==> config.mk <==
export PLATFORM = sky130hd
export DESIGN_NAME = otter_cu_fsm_mc
export DESIGN_NICKNAME = d
export VERILOG_FILES = /design/src/rtl/otter_cu_fsm_mc.sv
export SDC_FILE = /design/constraint.sdc
export NUM_CORES = 1
export LEC_CHECK = 0
export BUFFER_PORTS_ARGS = -buffer_cell sky130_fd_sc_hd__buf_2
export CORE_AREA = 2 2 39 41
export DETAILED_ROUTE_END_ITERATION = 10
export DIE_AREA = 0 0 41 43
export PLACE_DENSITY_LB_ADDON = 0.1
export RECOVER_POWER = 100
export SYNTH_ARGS = -nofsm -noshare
export SYNTH_HDL_FRONTEND = slang
export SYNTH_SLANG_ARGS = --single-unit
==> constraint.sdc <==
create_clock -name CLK -period 2.4 [get_ports CLK]
set_input_delay 0.12 -clock CLK [delete_from_list [all_inputs] [get_ports CLK]]
set_output_delay 0.12 -clock CLK [all_outputs]
set_load 0.01 [all_outputs]
==> src/rtl/otter_cu_fsm_mc.sv <==
// ----------------------------------------------------------------------------
// otter_cu_fsm_mc
// Multicycle control FSM for the OTTER RV32I MCU. It sequences instruction
// fetch, execute, load wait/writeback and interrupt entry, and drives the PC,
// register file, memory and CSR enables. Instruction- and data-memory read
// latencies are parameters; read enables are held for that many cycles.
//
// Parameters:
//   IMEM_LAT  instruction-memory read latency in cycles (>=1)
//   DMEM_LAT  data-memory read latency in cycles (>=1)
//
// Ports:
//   CLK, RST             clock; synchronous active-high reset
//   ir_opcode, ir_funct3 instruction fields [6:0] and [14:12]
//   intr, mie            interrupt request (level) and global enable
//   PCWrite, regWrite    PC update / register-file write enables
//   memWE2, memRDEN1/2   data write, instruction read, data read enables
//   reset                PC reset
//   csr_WE               CSR write enable
//   int_taken, mret_exec interrupt-entry and mret strobes
//   state_o              present state (INIT=0 FETCH=1 EXEC=2 LD_WAIT=3
//                        WB=4 INTR=5)
//   illegal_o            only with CU_ILLEGAL_TRAP_EN: undefined opcode in
//                        EXEC (forces interrupt entry next cycle)
//
// Build option: define CU_ILLEGAL_TRAP_EN to trap undefined opcodes.
// ----------------------------------------------------------------------------
module otter_cu_fsm_mc #(
    parameter int unsigned IMEM_LAT = 1,
    parameter int unsigned DMEM_LAT = 1
) (
    input  logic       CLK,
    input  logic       RST,
    input  logic [6:0] ir_opcode,
    input  logic [2:0] ir_funct3,
    input  logic       intr,
    input  logic       mie,
    output logic       PCWrite,
    output logic       regWrite,
    output logic       memWE2,
    output logic       memRDEN1,
    output logic       memRDEN2,
    output logic       reset,
    output logic       csr_WE,
    output logic       int_taken,
    output logic       mret_exec,
    output logic [2:0] state_o
`ifdef CU_ILLEGAL_TRAP_EN
    ,
    output logic       illegal_o
`endif
);

    localparam int unsigned MAX_LAT = (IMEM_LAT > DMEM_LAT) ? IMEM_LAT : DMEM_LAT;
    localparam int unsigned CNT_W   = $clog2(MAX_LAT) + 1;
    localparam logic [CNT_W-1:0] IMEM_LAST = CNT_W'(IMEM_LAT - 1);
    localparam logic [CNT_W-1:0] DMEM_LAST = CNT_W'(DMEM_LAT - 1);

    localparam logic [6:0] OP_LOAD   = 7'b0000011;
    localparam logic [6:0] OP_STORE  = 7'b0100011;
    localparam logic [6:0] OP_BRANCH = 7'b1100011;
    localparam logic [6:0] OP_SYSTEM = 7'b1110011;
    localparam logic [6:0] OP_REG    = 7'b0110011;
    localparam logic [6:0] OP_IMM    = 7'b0010011;
    localparam logic [6:0] OP_JALR   = 7'b1100111;
    localparam logic [6:0] OP_JAL    = 7'b1101111;
    localparam logic [6:0] OP_LUI    = 7'b0110111;
    localparam logic [6:0] OP_AUIPC  = 7'b0010111;

    typedef enum logic [2:0] {
        ST_INIT    = 3'd0,
        ST_FETCH   = 3'd1,
        ST_EXEC    = 3'd2,
        ST_LD_WAIT = 3'd3,
        ST_WB      = 3'd4,
        ST_INTR    = 3'd5
    } state_t;

    state_t           ps, ns;
    logic [CNT_W-1:0] lat_cnt, cnt_next;
    logic             irq_req;

    assign irq_req = intr & mie;
    assign state_o = ps;

    always_ff @(posedge CLK) begin
        if (RST) begin
            ps      <= ST_INIT;
            lat_cnt <= '0;
        end else begin
            ps      <= ns;
            lat_cnt <= cnt_next;
        end
    end

    always_comb begin
        ns        = ps;
        cnt_next  = '0;
        PCWrite   = 1'b0;
        regWrite  = 1'b0;
        memWE2    = 1'b0;
        memRDEN1  = 1'b0;
        memRDEN2  = 1'b0;
        reset     = 1'b0;
        csr_WE    = 1'b0;
        int_taken = 1'b0;
        mret_exec = 1'b0;
`ifdef CU_ILLEGAL_TRAP_EN
        illegal_o = 1'b0;
`endif
        case (ps)
            ST_INIT: begin
                reset = 1'b1;
                ns    = ST_FETCH;
            end
            ST_FETCH: begin
                memRDEN1 = 1'b1;
                if (lat_cnt == IMEM_LAST) ns = ST_EXEC;
                else                      cnt_next = lat_cnt + 1'b1;
            end
            ST_EXEC: begin
                if (ir_opcode == OP_LOAD) begin
                    memRDEN2 = 1'b1;
                    if (DMEM_LAT == 1) begin
                        ns = ST_WB;
                    end else begin
                        // EXEC already counts as the first data-read cycle,
                        // so LD_WAIT picks the count up at 1.
                        ns       = ST_LD_WAIT;
                        cnt_next = CNT_W'(1);
                    end
                end else begin
                    PCWrite = 1'b1;
                    ns      = irq_req ? ST_INTR : ST_FETCH;
                    case (ir_opcode)
                        OP_REG, OP_IMM, OP_JALR, OP_JAL, OP_LUI, OP_AUIPC:
                            regWrite = 1'b1;
                        OP_STORE:
                            memWE2 = 1'b1;
                        OP_BRANCH: ;
                        OP_SYSTEM: begin
                            if (ir_funct3 == 3'b000) begin
                                mret_exec = 1'b1;
                            end else if (ir_funct3 != 3'b100) begin
                                csr_WE   = 1'b1;
                                regWrite = 1'b1;
                            end
                        end
                        default: begin
`ifdef CU_ILLEGAL_TRAP_EN
                            illegal_o = 1'b1;
                            ns        = ST_INTR;
`endif
                        end
                    endcase
                end
            end
            ST_LD_WAIT: begin
                memRDEN2 = 1'b1;
                if (lat_cnt == DMEM_LAST) ns = ST_WB;
                else                      cnt_next = lat_cnt + 1'b1;
            end
            ST_WB: begin
                regWrite = 1'b1;
                PCWrite  = 1'b1;
                ns       = irq_req ? ST_INTR : ST_FETCH;
            end
            ST_INTR: begin
                int_taken = 1'b1;
                PCWrite   = 1'b1;
                ns        = ST_FETCH;
            end
            default: ns = ST_INIT;
        endcase
    end

endmodule

==> results of run 1 <==
-- layer usage --
metal	vias to the layer above	GRT usage	wire length (um)
met5	-	0	0
met4	0	0.04000	0
met2	17	0.1656	419
met1	192	0.1452	456
li1	218	-	-
met3	0	0.06283	79
-- critical path, delay by kind of cell, from the launching register on --
family,cells,cell delay [ns]
buffers and inverters,1,0.17
AO/OA/AOI/OAI,2,0.41
AND/OR/NAND/NOR,1,0.19
flip-flops,1,0.46
-- worst max-delay path by stage --
stage | slack, ns | cells past startpoint | from | end
after floorplan | 1.18 | 4 | state_o[0] | mret_exec
after global placement | 1.07 | 5 | ir_opcode[2] | csr_WE
after detailed placement | 1.08 | 4 | state_o[1] | regWrite
after CTS | 0.83 | 4 | state_o[1] | regWrite
after global routing | 0.73 | 4 | state_o[1] | regWrite
final | 0.82 | 4 | state_o[1] | regWrite
-- cells in the mapped netlist --
library cell	n	share of area
or2_2	1	0.019
or3b_1	1	0.027
nor4bb_1	1	0.031
nor3_1	6	0.092
inv_1	1	0.012
o21ai_0	2	0.031
buf_2	1	0.015
a2111o_1	1	0.035
and4bb_2	1	0.038
nand4b_1	1	0.027
o211ai_2	1	0.038
a21oi_1	1	0.015
dfxtp_1	4	0.25
nand2b_1	4	0.077
nor2_1	6	0.069
or3_1	1	0.019
nand2_1	4	0.046
conb_1	1	0.012
xor2_1	1	0.027
a221oi_1	1	0.027
a211oi_1	1	0.023
nand4_1	1	0.019
a211o_1	1	0.027
a31o_2	1	0.027
-- through the flow --
stage | std cells | setup slack (ns) | total power [mW] | hold WS (ns) | instance area (um^2)
finish | 87 | 0.8220 | 0.2108 | 0.07540 | 473.0
global route | 87 | 0.7302 | 0.2239 | 0.07689 | 473.0
CTS | 87 | 0.8315 | 0.2173 | 0.06956 | 488.0
detailed placement | 84 | 1.084 | 0.1244 | 0.3327 | 465.4
global placement | 84 | 1.069 | 0.1246 | 0.3357 | 465.4
floorplan | 44 | 1.183 | 0.1001 | 0.1928 | 325.3
-- power by group through the flow --
| stage | registers (mW) | clock network (mW) | logic, mW |
|---|---|---|---|
| after global placement | 0.0779 | 0 | 0.0467 |
| after CTS | 0.0768 | 0.0938 | 0.0466 |
| after floorplan | 0.0753 | 0 | 0.0249 |
| final | 0.0767 | 0.0897 | 0.0444 |
| after detailed placement | 0.0780 | 0 | 0.0465 |
| after global routing | 0.0775 | 0.0961 | 0.0502 |
-- kinds of logic after synthesis --
group / Yosys count / synth area share
AND/OR/NAND/NOR: 27 / 0.4654
AO/OA/AOI/OAI: 9 / 0.2231
flip-flops: 4 / 0.2462
buffers and inverters: 2 / 0.02690
XOR/XNOR: 1 / 0.02693
other: 1 / 0.01153
-- area by class of cell --
| class | count | area [um^2] |
|---|---|---|
| fill | 171 | 910.9 |
| multi-input combinational | 38 | 236.5 |
| timing repair buffer | 25 | 110.1 |
| sequential | 4 | 80.08 |
| clock buffer | 3 | 22.52 |
| tap | 16 | 20.02 |
| inverter | 1 | 3.754 |
-- state kept, by name, summed over array words and instances, names as in the netlist --
name     flops
state_o      3
lat_cnt      1
==> flow_summary_export.csv, run 1 <==
group,metric,value,unit
status,outcome,"completed",
route,dr.pass1.iters,3,
finish,n_antenna_cell,0,
route,wirelength,955,um
grt,grt_usage,0.1166,
clock_tree,cts_tree,"built",
floorplan,die-height,43,um
clock_tree,cts_buffer_depth,2,
sta,slew_headroom,0.6686,
worst_hold_path,hold_class,"in2reg",
worst_setup_path,cp_cell_sequence,"nand2b_1 -> a2111o_1 -> o211ai_2 -> clkbuf_1",
sta,setup_tns,0,ns
clock_tree,htree_num_levels,1,
worst_hold_path,worstHoldPathCells,2,
floorplan,fp.coreArea,0.001384,mm^2
sta,rsz0062_at_grt,"false",
grt,grt_pass1_wl,1366,um
floorplan,io_pins,26,
logic_synthesis,syn_area_per_cell,7.393,um^2
worst_setup_path,cpPeakStageDelay,0.46,ns
grt,grt_antenna_before_repair,0,
grt,grt_start_max_net_pins,11,
sta,fin_crit,1.578,ns
worst_setup_path,cp_max_fo,8,
finish,final_nets,87,
grt,first_global_vias,345,
logic_synthesis,yosysSeqAreaShare,0.2462,
logic_synthesis,synth-seq-cells,4,
route,vias,427,
clock_tree,clk_pin_slew,0.05,ns
power,p_sw,0.06335,mW
power,p_int,0.1474,mW
worst_hold_path,worstHoldStart,"RST",
clock_tree,root_buffer,"clkbuf_4",
floorplan,initial_core_util,0.2351,
sta,finalSetupViolations,0,
route,ant_nets,0,
finish,layout-drive-gt1-share,0.2817,
power,switching_share,0.3005,
worst_setup_path,slowest_stage,"dfxtp_1",
sta,max_freq,633.7,MHz
place,hpwl,728.2,um
worst_setup_path,r2r-start,"state_o[0]",
worst_setup_path,end_kind,"output port",
power,pwr-share-clk,0.426,
floorplan,dieWidth,41,um
worst_hold_path,whs_endpoint,"state_o[0]",
floorplan,rows,14,
grt,grt-ovfl-total,0,
route,drt_iter0_drc,4,
place,numPortBuffers,25,
clock_tree,ctsHoldBuffers,0,
route,via_per_inst,4.908,
clock_tree,cts_setup_buffers,0,
worst_setup_path,rrSetupSlack,1.23,ns
power,p_leak,0.1954,nW
worst_setup_path,crit_required,2.28,ns
sta,hold_viol,0,
power,pwr-share-comb,0.211,
finish,layout_common_cells,"13 x buf_2, 12 x clkbuf_1, 6 x nor2_1, 6 x nor3_1",
clock_tree,clk_latency,0.25,ns
worst_setup_path,cp-start-kind,"register",
clock_tree,cts_resized,0,
finish,utilization,0.3418,
worst_setup_path,critPathArrivalTime,1.46,ns
sta,finalClockSkew,0.01310,ns
clock_tree,cts.sinks,4,
logic_synthesis,synthCells,44,
worst_setup_path,path_class,"reg2out",
route,drc_errors,0,
power,power.density,445.7,mW/mm^2
worst_setup_path,r2r_end,"state_o[0]",
power,irDropWorstVdd,0.2342,mV
worst_setup_path,r2r_cells,3,
logic_synthesis,syn_area,325.3,um^2
place,gp_congestion,0.6717,
logic_synthesis,yosys_warnings,0,
floorplan,die-area,0.001763,mm^2
route,wl_per_cell,10.98,um
power,pwr-share-seq,0.364,
finish,syn_to_final_growth,45.38,%
logic_synthesis,syn_nets,58,
sta,slew_viol_final,0,
flow_run,cap_violations,0,
finish,final_common_cell,"buf_2",
sta,period_share,0.6575,
sta,tightest_slew,0.4933,ns
logic_synthesis,synth_cell_types,24,
clock_tree,cts_buffers,3,
(Power assumes the default switching activity.)
==> run 2: changes to the inputs <==
- clock period: 2.4 -> 1.3 ns (I/O delays scaled with it)
==> run 2 against run 1 <==
  * Critical path type unchanged
  * Critical endpoint unchanged
  * Largest cell class unchanged
  * Routed wire length grew 2.0%
  * Largest power group unchanged
  * Global-route usage grew 0.69 points
  * Critical path depth is the same
  * Clock skew shrank 0.0087 ns
  * Total power grew 88%
  * Sequential power grew 79%
  * Count of clock-buffer cells in the layout is the same
  * The run now ends with negative setup slack left
  * First-iteration DRC count shrank 100%
==> flow_summary_export.csv, run 2 (synthesized netlist as in run 1, its figures left out) <==
group,metric,value,unit
worst_setup_path,end_kind,"output port",
floorplan,initial_core_util,0.2351,
power,p_sw,0.1114,mW
clock_tree,clk_pin_slew,0.04,ns
route,drt_iter0_drc,0,
worst_setup_path,critical_path.top_delay_family,"compound AO/OA/AOI/OAI gates",
clock_tree,cts_buffers,3,
worst_setup_path,slowest_stage,"dfxtp_4",
place,placed_cells,87,
floorplan,io_pins,26,
sta,period_share,1.021,
finish,final_nets,92,
clock_tree,cts_tree,"built",
clock_tree,ctsHoldBuffers,0,
worst_setup_path,path_class,"reg2out",
grt,grt_usage,0.1235,
flow_run,cap_violations,0,
grt,grt_pass1_wl,1518,um
sta,fin_crit,1.327,ns
floorplan,dieWidth,41,um
sta,hold_viol,0,
worst_setup_path,cp-start-kind,"register",
floorplan,die-area,0.001763,mm^2
finish,largest_register_ffs,3,
floorplan,fp.coreArea,0.001384,mm^2
worst_setup_path,r2r-start,"state_o[1]",
status,outcome,"finished, violations left",
sta,setup_tns,-0.02742,ns
finish,stdcell_count,92,
route,drc_errors,0,
grt,grt_antenna_before_repair,0,
power,pwr-share-comb,0.260,
worst_hold_path,hold_class,"in2reg",
power,power.density,738.6,mW/mm^2
route,via_per_inst,4.739,
status,failed_checks,"negative setup slack",
sta,rsz0062_at_grt,"true",
power,p_int,0.2841,mW
sta,finalSetupViolations,1,
clock_tree,cts.sinks,4,
sta,slew_viol_final,0,
route,wirelength,974,um
power,switching_share,0.2817,
worst_setup_path,worstPathBufferInverterCount,1,
power,pwr-share-seq,0.345,
worst_setup_path,cp_max_fo,7,
worst_setup_path,cpPeakStageDelay,0.36,ns
finish,n_antenna_cell,0,
worst_setup_path,critPathArrivalTime,1.26,ns
power,pwr-share-clk,0.395,
clock_tree,clk_latency,0.23,ns
worst_setup_path,crit_required,1.24,ns
finish,final_common_cell,"buf_2",
grt,grt_start_max_net_pins,8,
sta,fin_ws,-0.02742,ns
place,hpwl,773,um
route,ant_nets,0,
finish,layout-drive-gt1-share,0.4868,
worst_setup_path,worstSetupStartpoint,"state_o[2]",
grt,grt-ovfl-total,0,
grt,first_global_vias,400,
finish,layout_common_cells,"20 x buf_2, 6 x nor3_1, 5 x nor2_1, 5 x buf_4",
route,vias,436,
sta,max_freq,753.3,MHz
finish,syn_to_final_growth,64.62,%
clock_tree,htree_num_levels,1,
worst_setup_path,cp_cell_sequence,"nand2b_4 -> a2111o_1 -> o211ai_2 -> buf_2",
floorplan,die-height,43,um
floorplan,rows,14,
clock_tree,root_buffer,"clkbuf_4",
place,gp_congestion,0.6961,
power,irDropWorstVdd,0.4351,mV
sta,finalClockSkew,0.004428,ns
worst_hold_path,worstHoldStart,"RST",
power,p_leak,0.2550,nW
route,wl_per_cell,10.59,um
clock_tree,cts_buffer_depth,2,
place,numPortBuffers,25,
route,dr.pass1.iters,1,
## run 2: path summary, 6_finish.rpt
check	end	slack, ns	cells after the start
max	regWrite	-0.03	4
min	state_o[0]	0.03	2
max reg2reg	state_o[2]	0.13	3
min reg2reg	state_o[0]	0.52	2
## run 2: final cells by class
| cell class | count | area, um^2 |
|---|---|---|
| repair buffers | 30 | 157.7 |
| inverters | 1 | 3.754 |
| multi-input cells | 38 | 246.5 |
| fillers | 162 | 848.3 |
| clock buffers | 3 | 22.52 |
| well taps | 16 | 20.02 |
| flip-flops and latches | 4 | 85.08 |
## run 2: per-stage QoR
step / cell area (um^2) / util / power [mW] / setup WS [ns] / hold WS (ns)
finish: 535.5 / 0.3870 / 0.3955 / -0.02742 / 0.02826
global route: 535.5 / 0.3870 / 0.4256 / -0.1071 / 0.04357
CTS: 519.2 / 0.3752 / 0.4014 / -0.03625 / 0.01797
detailed placement: 488.0 / 0.3526 / 0.2369 / 0.09716 / 0.2713
global placement: 488.0 / 0.3526 / 0.2363 / 0.1117 / 0.2814
floorplan: 325.3 / - / 0.1849 / 0.1375 / 0.1378
## run 2: power by group through the flow
stage	Combinational, mW	Clock, mW	Sequential, mW
after CTS	0.100	0.164	0.137
after global placement	0.0978	0	0.138
after detailed placement	0.0984	0	0.138
final	0.103	0.156	0.137
after global routing	0.116	0.172	0.137
after floorplan	0.0459	0	0.139
## run 2: repair_timing
item                                    4_1_cts  5_1_grt
pin swaps                                     3        2
endpoints found under the setup margin        4        5
gates resized for setup                       3        3
buffers inserted                              0        2
## run 2: metal layers
| metal | share of wire | GRT usage | wire length, um | vias to the layer above |
|---|---|---|---|---|
| met3 | 0.064 | 0.03141 | 62 | 0 |
| li1 | - | - | - | 227 |
| met5 | 0 | 0 | 0 | - |
| met2 | 0.47 | 0.1969 | 460 | 15 |
| met1 | 0.46 | 0.1447 | 450 | 194 |
| met4 | 0 | 0.06000 | 0 | 0 |
